### config.mk
export PLATFORM = sky130hd
export DESIGN_NAME = spi_shader_loader
export DESIGN_NICKNAME = d
export VERILOG_FILES = /design/src/rtl/spi_loader_pkg.sv /design/src/rtl/spi_sync_edge.sv /design/src/rtl/spi_shader_loader.sv
export SDC_FILE = /design/constraint.sdc
export NUM_CORES = 1
export LEC_CHECK = 0
export CORE_ASPECT_RATIO = 1.4
export CORE_MARGIN = 4
export CORE_UTILIZATION = 51
export DETAILED_ROUTE_END_ITERATION = 7
export PLACE_DENSITY = 0.78
export SLEW_MARGIN = 25
export SYNTH_ARGS = -nofsm -noshare
export SYNTH_HDL_FRONTEND = slang
export SYNTH_SLANG_ARGS = --single-unit
### constraint.sdc
create_clock -name clk -period 2.7 [get_ports clk]
set_clock_uncertainty 0.1 [all_clocks]
set_input_delay 0.27 -clock clk [delete_from_list [all_inputs] [get_ports clk]]
set_output_delay 0.27 -clock clk [all_outputs]
set_load 0.03 [all_outputs]
### src/rtl/spi_loader_pkg.sv
// ============================================================================
// Module : spi_loader_pkg
// Brief  : Shared opcodes, FSM states and constants for the SPI shader loader.
// Rev    : 1.0
// ============================================================================
`default_nettype none

package spi_loader_pkg;

    localparam int         CMD_W     = 8;
    localparam logic [3:0] STATUS_ID = 4'hA;

    typedef enum logic [1:0] {
        OP_WRITE  = 2'b00,
        OP_READ   = 2'b01,
        OP_CTRL   = 2'b10,
        OP_STATUS = 2'b11
    } opcode_e;

    typedef enum logic [2:0] {
        ST_IDLE   = 3'd0,
        ST_CMD    = 3'd1,
        ST_WRITE  = 3'd2,
        ST_READ   = 3'd3,
        ST_CTRL   = 3'd4,
        ST_STATUS = 3'd5,
        ST_DONE   = 3'd6
    } state_e;

endpackage

`default_nettype wire

### src/rtl/spi_sync_edge.sv
// ============================================================================
// Module : spi_sync_edge
// Brief  : 2-FF synchroniser with registered rise/fall pulses (3 clk latency).
// Rev    : 1.0
// ============================================================================
`default_nettype none

module spi_sync_edge #(
    parameter logic RST_VAL = 1'b0
) (
    input  logic clk,
    input  logic rst_n,
    input  logic din_i,
    output logic level_o,
    output logic rise_o,
    output logic fall_o
);

    logic meta_q;
    logic sync_q;
    logic prev_q;
    logic rise_q;
    logic fall_q;

    // RST_VAL lets an idle-high pin (CS) come out of reset without a fake edge.
    always_ff @(posedge clk or negedge rst_n) begin
        if (!rst_n) begin
            meta_q <= RST_VAL;
            sync_q <= RST_VAL;
            prev_q <= RST_VAL;
            rise_q <= 1'b0;
            fall_q <= 1'b0;
        end else begin
            meta_q <= din_i;
            sync_q <= meta_q;
            prev_q <= sync_q;
            rise_q <= sync_q & ~prev_q;
            fall_q <= ~sync_q & prev_q;
        end
    end

    assign level_o = sync_q;
    assign rise_o  = rise_q;
    assign fall_o  = fall_q;

endmodule

`default_nettype wire

### src/rtl/spi_shader_loader.sv
// ============================================================================
// Module : spi_shader_loader
// Brief  : SPI mode-0 slave loading/reading shader memory plus control bits.
//          Readback (READ/STATUS, MISO) is built only with SPI_READBACK_EN.
// Rev    : 1.0
// ============================================================================
`default_nettype none

module spi_shader_loader
    import spi_loader_pkg::*;
#(
    parameter  int INSTR_W = 8,
    parameter  int DEPTH   = 16,
    localparam int ADDR_W  = $clog2(DEPTH)
) (
    input  logic               clk,
    input  logic               rst_n,
    input  logic               spi_cs,
    input  logic               spi_sclk,
    input  logic               spi_mosi,
    output logic               spi_miso,
    output logic               spi_miso_oe,
    output logic               mem_we,
    output logic [ADDR_W-1:0]  mem_addr,
    output logic [INSTR_W-1:0] mem_wdata,
    output logic [ADDR_W-1:0]  mem_raddr,
    input  logic [INSTR_W-1:0] mem_rdata,
    output logic               ctrl_mode,
    output logic               ctrl_pause,
    output logic               loading
);

    localparam int BCW = $clog2(INSTR_W);

    logic cs_lvl, cs_rise, cs_fall;
    logic sclk_lvl, sclk_rise, sclk_fall;
    logic mosi_s, mosi_rise, mosi_fall;

    spi_sync_edge #(.RST_VAL(1'b1)) u_cs_sync (
        .clk(clk), .rst_n(rst_n), .din_i(spi_cs),
        .level_o(cs_lvl), .rise_o(cs_rise), .fall_o(cs_fall)
    );
    spi_sync_edge #(.RST_VAL(1'b0)) u_sclk_sync (
        .clk(clk), .rst_n(rst_n), .din_i(spi_sclk),
        .level_o(sclk_lvl), .rise_o(sclk_rise), .fall_o(sclk_fall)
    );
    spi_sync_edge #(.RST_VAL(1'b0)) u_mosi_sync (
        .clk(clk), .rst_n(rst_n), .din_i(spi_mosi),
        .level_o(mosi_s), .rise_o(mosi_rise), .fall_o(mosi_fall)
    );

    state_e             state_q;
    logic [BCW-1:0]     bitcnt_q;
    logic [INSTR_W-1:0] shift_q;
    logic [ADDR_W-1:0]  addr_q;
    logic               mem_we_q;
    logic [ADDR_W-1:0]  mem_addr_q;
    logic [INSTR_W-1:0] mem_wdata_q;
    logic               ctrl_mode_q;
    logic               ctrl_pause_q;
    logic               loading_q;

    logic [INSTR_W-1:0] w_shift_nxt;
    logic               w_last_word;
    logic               w_last_byte;

    assign w_shift_nxt = {shift_q[INSTR_W-2:0], mosi_s};
    assign w_last_word = (bitcnt_q == BCW'(INSTR_W - 1));
    assign w_last_byte = (bitcnt_q == BCW'(CMD_W - 1));

`ifdef SPI_READBACK_EN
    logic [ADDR_W-1:0]  raddr_q;
    logic [1:0]         rd_pipe_q;
    logic [INSTR_W-1:0] rd_data_q;
    logic [INSTR_W-1:0] rd_shift_q;
    logic               load_pend_q;
    logic [INSTR_W-1:0] w_status;

    assign w_status = INSTR_W'({STATUS_ID, 2'b00, ctrl_pause_q, ctrl_mode_q}) << (INSTR_W - CMD_W);
`endif

    always_ff @(posedge clk or negedge rst_n) begin
        if (!rst_n) begin
            state_q      <= ST_IDLE;
            bitcnt_q     <= '0;
            shift_q      <= '0;
            addr_q       <= '0;
            mem_we_q     <= 1'b0;
            mem_addr_q   <= '0;
            mem_wdata_q  <= '0;
            ctrl_mode_q  <= 1'b0;
            ctrl_pause_q <= 1'b0;
            loading_q    <= 1'b0;
`ifdef SPI_READBACK_EN
            raddr_q      <= '0;
            rd_pipe_q    <= '0;
            rd_data_q    <= '0;
            rd_shift_q   <= '0;
            load_pend_q  <= 1'b0;
`endif
        end else begin
            mem_we_q  <= 1'b0;
            loading_q <= (state_q == ST_WRITE);
`ifdef SPI_READBACK_EN
            // Memory read has one clk of latency after mem_raddr is driven.
            rd_pipe_q <= {rd_pipe_q[0], 1'b0};
            if (rd_pipe_q[1]) begin
                rd_data_q <= mem_rdata;
            end
`endif
            if (cs_rise) begin
                state_q  <= ST_IDLE;
                bitcnt_q <= '0;
                shift_q  <= '0;
`ifdef SPI_READBACK_EN
                rd_shift_q  <= '0;
                load_pend_q <= 1'b0;
`endif
            end else begin
`ifdef SPI_READBACK_EN
                if ((state_q == ST_READ || state_q == ST_STATUS) && sclk_fall) begin
                    if (load_pend_q) begin
                        rd_shift_q  <= rd_data_q;
                        load_pend_q <= 1'b0;
                    end else begin
                        rd_shift_q <= {rd_shift_q[INSTR_W-2:0], 1'b0};
                    end
                end
`endif
                case (state_q)
                    ST_IDLE: begin
                        if (cs_fall) begin
                            state_q  <= ST_CMD;
                            bitcnt_q <= '0;
                            shift_q  <= '0;
                        end
                    end
                    ST_CMD: begin
                        if (sclk_rise) begin
                            shift_q  <= w_shift_nxt;
                            bitcnt_q <= w_last_byte ? '0 : bitcnt_q + 1'b1;
                            if (w_last_byte) begin
                                addr_q <= w_shift_nxt[ADDR_W-1:0];
                                case (opcode_e'(w_shift_nxt[7:6]))
                                    OP_WRITE: state_q <= ST_WRITE;
                                    OP_CTRL:  state_q <= ST_CTRL;
`ifdef SPI_READBACK_EN
                                    OP_READ: begin
                                        state_q     <= ST_READ;
                                        raddr_q     <= w_shift_nxt[ADDR_W-1:0];
                                        rd_pipe_q   <= {rd_pipe_q[0], 1'b1};
                                        load_pend_q <= 1'b1;
                                    end
                                    OP_STATUS: begin
                                        state_q     <= ST_STATUS;
                                        rd_data_q   <= w_status;
                                        load_pend_q <= 1'b1;
                                    end
`endif
                                    default: state_q <= ST_DONE;
                                endcase
                            end
                        end
                    end
                    ST_WRITE: begin
                        if (sclk_rise) begin
                            shift_q  <= w_shift_nxt;
                            bitcnt_q <= w_last_word ? '0 : bitcnt_q + 1'b1;
                            if (w_last_word) begin
                                mem_we_q    <= 1'b1;
                                mem_addr_q  <= addr_q;
                                mem_wdata_q <= w_shift_nxt;
                                addr_q      <= addr_q + 1'b1;
                            end
                        end
                    end
                    ST_CTRL: begin
                        if (sclk_rise) begin
                            shift_q  <= w_shift_nxt;
                            bitcnt_q <= w_last_byte ? '0 : bitcnt_q + 1'b1;
                            if (w_last_byte) begin
                                ctrl_mode_q  <= w_shift_nxt[0];
                                ctrl_pause_q <= w_shift_nxt[1];
                                state_q      <= ST_DONE;
                            end
                        end
                    end
`ifdef SPI_READBACK_EN
                    ST_READ: begin
                        if (sclk_rise) begin
                            bitcnt_q <= w_last_word ? '0 : bitcnt_q + 1'b1;
                            if (w_last_word) begin
                                addr_q      <= addr_q + 1'b1;
                                raddr_q     <= addr_q + 1'b1;
                                rd_pipe_q   <= {rd_pipe_q[0], 1'b1};
                                load_pend_q <= 1'b1;
                            end
                        end
                    end
                    ST_STATUS: begin
                        if (sclk_rise) begin
                            bitcnt_q <= w_last_byte ? '0 : bitcnt_q + 1'b1;
                            if (w_last_byte) begin
                                state_q <= ST_DONE;
                            end
                        end
                    end
`endif
                    default: ;
                endcase
            end
        end
    end

    assign mem_we     = mem_we_q;
    assign mem_addr   = mem_addr_q;
    assign mem_wdata  = mem_wdata_q;
    assign ctrl_mode  = ctrl_mode_q;
    assign ctrl_pause = ctrl_pause_q;
    assign loading    = loading_q;

    logic w_unused;
    assign w_unused = ^{sclk_lvl, mosi_rise, mosi_fall, shift_q[INSTR_W-1]};

`ifdef SPI_READBACK_EN
    assign spi_miso    = rd_shift_q[INSTR_W-1] & (state_q == ST_READ || state_q == ST_STATUS);
    assign spi_miso_oe = ~cs_lvl;
    assign mem_raddr   = raddr_q;
`else
    logic w_unused_rb;
    assign w_unused_rb = ^{mem_rdata, cs_lvl};
    assign spi_miso    = 1'b0;
    assign spi_miso_oe = 1'b0;
    assign mem_raddr   = '0;
`endif

endmodule

`default_nettype wire

# Word-level counts from Yosys, hierarchy flattened
# Cells that the tools add are included.
dict set report word_totals {
  ff_bits 44
  in_bits 13
}
dict set report op_classes {
  addsub 2
  eq_ne 15
  n_mux 26
  bitwise_logic 7
  reduce_logical 11
}
# cell n
set op_table {}
lappend op_table {{$mux W3} 10}
lappend op_table {{$mux W7} 3}
lappend op_table {{$mux W4} 4}
lappend op_table {{$pmux W7 S2} 1}
lappend op_table {{$ne A3 B1 Y1 const B} 4}
lappend op_table {{$pmux W3 S2} 2}
lappend op_table {{$reduce_and A6 Y1} 2}
lappend op_table {{$pmux W3 S3} 1}
lappend op_table {{$pmux W4 S2} 1}
lappend op_table {{$reduce_and A4 Y1} 2}
lappend op_table {{$eq A3 B3 Y1 const B} 2}
lappend op_table {{$ne A3 B2 Y1 const B} 2}
lappend op_table {{$add A4 B1 Y4 const B} 1}
lappend op_table {{$mux W1} 4}
lappend op_table {{$ne A2 B1 Y1 const B} 2}
lappend op_table {{$ne A2 B2 Y1 const B} 2}
lappend op_table {{$not A1 Y1} 4}
lappend op_table {{$reduce_bool A4 Y1} 1}
lappend op_table {{$add A3 B1 Y3 const B} 1}
lappend op_table {{$and A1 B1 Y1} 3}
lappend op_table {{$eq A3 B1 Y1 const B} 1}
lappend op_table {{$eq A3 B2 Y1 const B} 1}
lappend op_table {{$logic_not A3 Y1} 1}
lappend op_table {{$reduce_and A3 Y1} 1}
lappend op_table {{other kinds (5)} 5}

# Longest topological paths before layout
dict set report depth {
  word_depth 6
  ltp_mapped 7
  mapped_depth_nobuf 6
}

# Modules after synthesis
# Synthesis repeated with hierarchy kept, for this count alone.
dict set report hier_totals {
  cells_unflattened 170
  hier_area_um2 2033.2
}
# module instances cells_per_inst area_per_inst_um2 seq_area_each_um2
set modules_own_cells {}
lappend modules_own_cells {spi_shader_loader 1 149 1609.0 825.8}
lappend modules_own_cells {{spi_sync_edge (u_mosi_sync ...)} 2 7 140.1 125.1}
lappend modules_own_cells {{spi_sync_edge (u_cs_sync)} 1 7 143.9 128.9}

# Worst setup path after synthesis
# Ideal clock, no wire load.
dict set report synth_path {
  kind {reg-to-reg}
  from {reg bitcnt_q[0]}
  to {reg mem_addr_q[0] (netlist: mem_addr[0])}
  t_arrival_ns 1.913
  required_time_ns 2.475
  slack_ns 0.562
  path_stages_with_launch 8
  cell_sequence {dfrtp_1 ha_1 ha_1 nand2_1 a2111oi_4 nand2_4 buf_6 mux2_4}
}
dict set report synth_between {
  elab_chain_len 2
}
# item line_no
set synth_rtl {}
lappend synth_rtl {{start, declared} spi_shader_loader.sv:53} ;# logic [BCW-1:0] bitcnt_q;
lappend synth_rtl {{start signal, assigned} spi_shader_loader.sv:141} ;# bitcnt_q <= w_last_byte ? '0 : bitcnt_q + 1'b1;
lappend synth_rtl {{start signal, assigned} spi_shader_loader.sv:168} ;# bitcnt_q <= w_last_word ? '0 : bitcnt_q + 1'b1;
lappend synth_rtl {{start signal, assigned} spi_shader_loader.sv:180} ;# bitcnt_q <= w_last_byte ? '0 : bitcnt_q + 1'b1;
lappend synth_rtl {{$eq A3 B3 Y1} spi_shader_loader.sv:68} ;# assign w_last_word = (bitcnt_q == BCW'(INSTR_W - 1));
lappend synth_rtl {{$reduce_and A4 Y1 (no line)} --}
lappend synth_rtl {{end signal, assigned} spi_shader_loader.sv:171} ;# mem_addr_q <= addr_q;
lappend synth_rtl {{end, declared} spi_shader_loader.sv:57} ;# logic [ADDR_W-1:0] mem_addr_q;
# No other way between the ends.
# A chain may end at the register's enable or synchronous reset.

# Worst setup path after layout
dict set report layout_path {
  from {reg bitcnt_q[0]}
  to {reg mem_wdata_q[7] (netlist: mem_wdata[7])}
}
dict set report layout_between {
  elab_chain_len 2
}
# item line_no
set layout_rtl {}
lappend layout_rtl {{$eq A3 B3 Y1} spi_shader_loader.sv:68}
lappend layout_rtl {{$reduce_and A4 Y1 (no line)} --}
lappend layout_rtl {{end signal, assigned} spi_shader_loader.sv:172} ;# mem_wdata_q <= w_shift_nxt;
lappend layout_rtl {{end, declared} spi_shader_loader.sv:58} ;# logic [INSTR_W-1:0] mem_wdata_q;
# No other way between the ends.

==> metrics.txt <==
switching pwr 297 uW; startpoint class of the critical path flip-flop; Hold Path Cell Cnt 0; total number of yosys warnings 0; share of cells above drive strength 1 18.3%; largest net degree at the start of global routing 45; CP required 2.78 ns; synthesized flop and latch total 44; CTS Buf Count 5; Final Hold Vio Count 0; MaxCap Viol Count 0; vias in the first global route 1,225; min Tclk post-route ~2.2 ns; H-tree depth 2; Crit. End Element flip-flop; worst skew pair latency 0.30 ns; antenna violations before repair 0; finished layout cell area roughly 0.0023 mm2; Crit path arrival time between 2 and 2.5 ns; Mapped Cells roughly 160; clk slew on worst S/H paths roughly 0.08 ns; sequential fraction of the synthesis area 57.3%; leakage power around 0.0011 uW; unrepaired setup endpoints after global routing no; Hold WC Path Type flip-flop to flip-flop; Worst Hold End u_mosi_sync.level_o$_DFF_PN0_; VDD IR max 0.636 mV; die height ~81 um; synth-to-layout area growth 19.6%; largest cells by area after synthesis dfrtp_1 53%, mux2_4 7.0%, mux2i_1 5.7%, dfstp_2 4.1%, nand2_1 2.9%; GP Congestion about 0.7; Post-Syn Area ~0.0019 mm2; combinational power share 6.9%; vias per cell 5.18; Syn Area/Cell 12.4 um2; number of fill cells in the layout ~280; Net Sw Frac around a fifth; r2r startpoint bitcnt_q[0]$_DFFE_PN0P_; Async S/R FF share, synth 100%; core area between 0.003 and 0.004 mm2; DPL Wire Length between 2000 and 2500 um; Post-route DRC 0; clk buf depth 2; total length of routed wires between 3000 and 4000 um; setup violators final 0; Cell Rows 26; Total Routing Usage GR 15.6%; type of the worst setup path flip-flop to flip-flop; root buf cell clkbuf_8; DR iter-0 viols 23; post-route worst setup slack 0.524 ns; Max Clk Rate 460 MHz; IO buf count 20; Avg WL per Cell about 14 um; Slew Limit Fails 0; Final ANT Viol Nets 0; fin crit share between 80% and 90%; I/O pin cnt 35; first-pass GRT wire length around 5700 um; setup TNS 0 ns; worst reg-to-reg path cell count 6; diode count 0; number of synthesized flops with an enable pin 0; outcome finished, final reports clean; Reg-to-Reg End mem_wdata[7]$_DFFE_PN0P_; PwrDens 641 mW/mm2; most frequent cell after synthesis dfrtp_1; post-synth top area cell dfrtp_1; Synth top area share 53.2%; slew margin rel. a little over half; Yosys cell types 35; register share of total power a little under half; Int Pwr around 1200 uW; Top FF cell, synth dfrtp_1; register-to-register setup slack 0.52 ns; die area slightly below 0.005 mm2; crit-path max FO 13; worst slack, placed 0.561 ns; nets 195; CTS sink count 44; CTS tree done; Clock Power Share approximately 46%; DP Area about 0.0021 mm2; Initial Utilization a little over half; Slew @ Worst Pin 0.711 ns; Post-synth top cells 41 x dfrtp_1, 15 x nand2_1, 12 x inv_1, 11 x mux2i_1, 9 x mux2_4; Overflow after GRT 0; hold path startpoint u_mosi_sync.meta_q$_DFF_PN0_; drt first pass iters 4; routed vias about 1,200; width of the die between 50 and 60 um
final cells by class:
cell class / count / area (um2) / area share (%)
Inverter: 13 / 48.8 / 2.12
Clock buffer: 5 / 68.8 / 2.99
Tap cell: 42 / 52.6 / 2.28
Timing Repair Buffer: 23 / 223 / 9.66
Multi-Input combinational cell: 92 / 717 / 31.1
Sequential cell: 44 / 1100 / 47.9
Clock inverter: 3 / 90.1 / 3.91
worst max-delay path: stages, from the launching register on:
cell and delay (ns):
dfrtp_1 0.38, ha_1 0.18, ha_1 0.21, nand2_1 0.17, a2111oi_4 0.43, nand2_4 0.23, mux2_1 0.36
sequential cells by signal (all words and copies together) (netlist names):
register / count
mem_wdata: 8
shift_q: 7
addr_q: 4
mem_addr: 4
bitcnt_q: 3
state_q: 3
ctrl_mode: 1
ctrl_pause: 1
loading: 1
mem_we: 1
u_cs_sync.fall_o: 1
u_cs_sync.level_o: 1
u_cs_sync.meta_q: 1
u_cs_sync.prev_q: 1
u_cs_sync.rise_o: 1
u_mosi_sync.level_o: 1
u_mosi_sync.meta_q: 1
u_sclk_sync.level_o: 1
u_sclk_sync.meta_q: 1
u_sclk_sync.prev_q: 1
u_sclk_sync.rise_o: 1
kinds of logic (layout without fill, tap and decap cells):
kind of cell	Yosys count	after routing	share of synthesized area, %
flops	44	44	57.3
simple gates	40	40	10.8
mux	25	25	15.6
buf+inv	24	44	6.69
compound gates	18	18	7.34
fa+ha+maj	3	3	1.95
other cells	1	6	0.195
how the worst max path moves through the flow:
stage	startpoint	to	slack, ns	cells past startpoint
after floorplan	bitcnt_q[0]$_DFFE_PN0P_	mem_addr[0]$_DFFE_PN0P_	0.56	7
after global placement	bitcnt_q[0]$_DFFE_PN0P_	mem_addr[2]$_DFFE_PN0P_	0.63	6
after detailed placement	bitcnt_q[0]$_DFFE_PN0P_	mem_wdata[7]$_DFFE_PN0P_	0.56	6
after CTS	bitcnt_q[0]$_DFFE_PN0P_	mem_wdata[7]$_DFFE_PN0P_	0.52	6
after global routing	bitcnt_q[0]$_DFFE_PN0P_	mem_addr[2]$_DFFE_PN0P_	0.41	6
final	bitcnt_q[0]$_DFFE_PN0P_	mem_wdata[7]$_DFFE_PN0P_	0.52	6
power groups by stage:
stage	registers, uW	clock network, uW	logic [uW]
2_1_floorplan	707	0	75.5
3_5_place_dp	714	0	98.5
4_1_cts	701	693	101
3_3_place_gp	711	0	93.9
5_1_grt	704	722	112
6_report	701	676	101
layout by cell type (no fill, tap or decap), drive strengths merged, types with 3 or more instances in the layout:
cell type / count
dfrtp: 41
clkdlybuf4s50: 19
nand2: 16
mux2: 14
inv: 13
mux2i: 11
nor2: 8
conb: 6
clkbuf: 5
nand2b: 5
o21ai: 5
nor2b: 4
a21oi: 4
ha: 3
bufinv: 3
buf: 3
dfstp: 3
timing repair:
action                    in CTS  in global routing
hold buffers                   0                  1
setup buffers                  0                  0
hold endpoints to repair       0                 41
gates resized for setup        0                  0
routing by layer:
metal | up-vias | GRT usage [%] | wire length (um)
met1 | 571 | 18.0 | 1290
li1 | 548 | - | -
met3 | 6 | 4.50 | 130
met2 | 25 | 26.6 | 1720
met4 | 0 | 5.99 | 60
met5 | - | 0 | 0
metrics by stage:
stage	utilization [%]	hold WS, ns	power (uW)	instances
global placement	58.6	0.235	805	213
CTS	62.9	0.0455	1500	221
floorplan	-	-0.126	782	160
detailed placement	58.6	0.235	813	213
finish	63.3	0.251	1480	222
global route	63.3	0.262	1540	222
No activity file was read; power rests on OpenSTA's default activity.
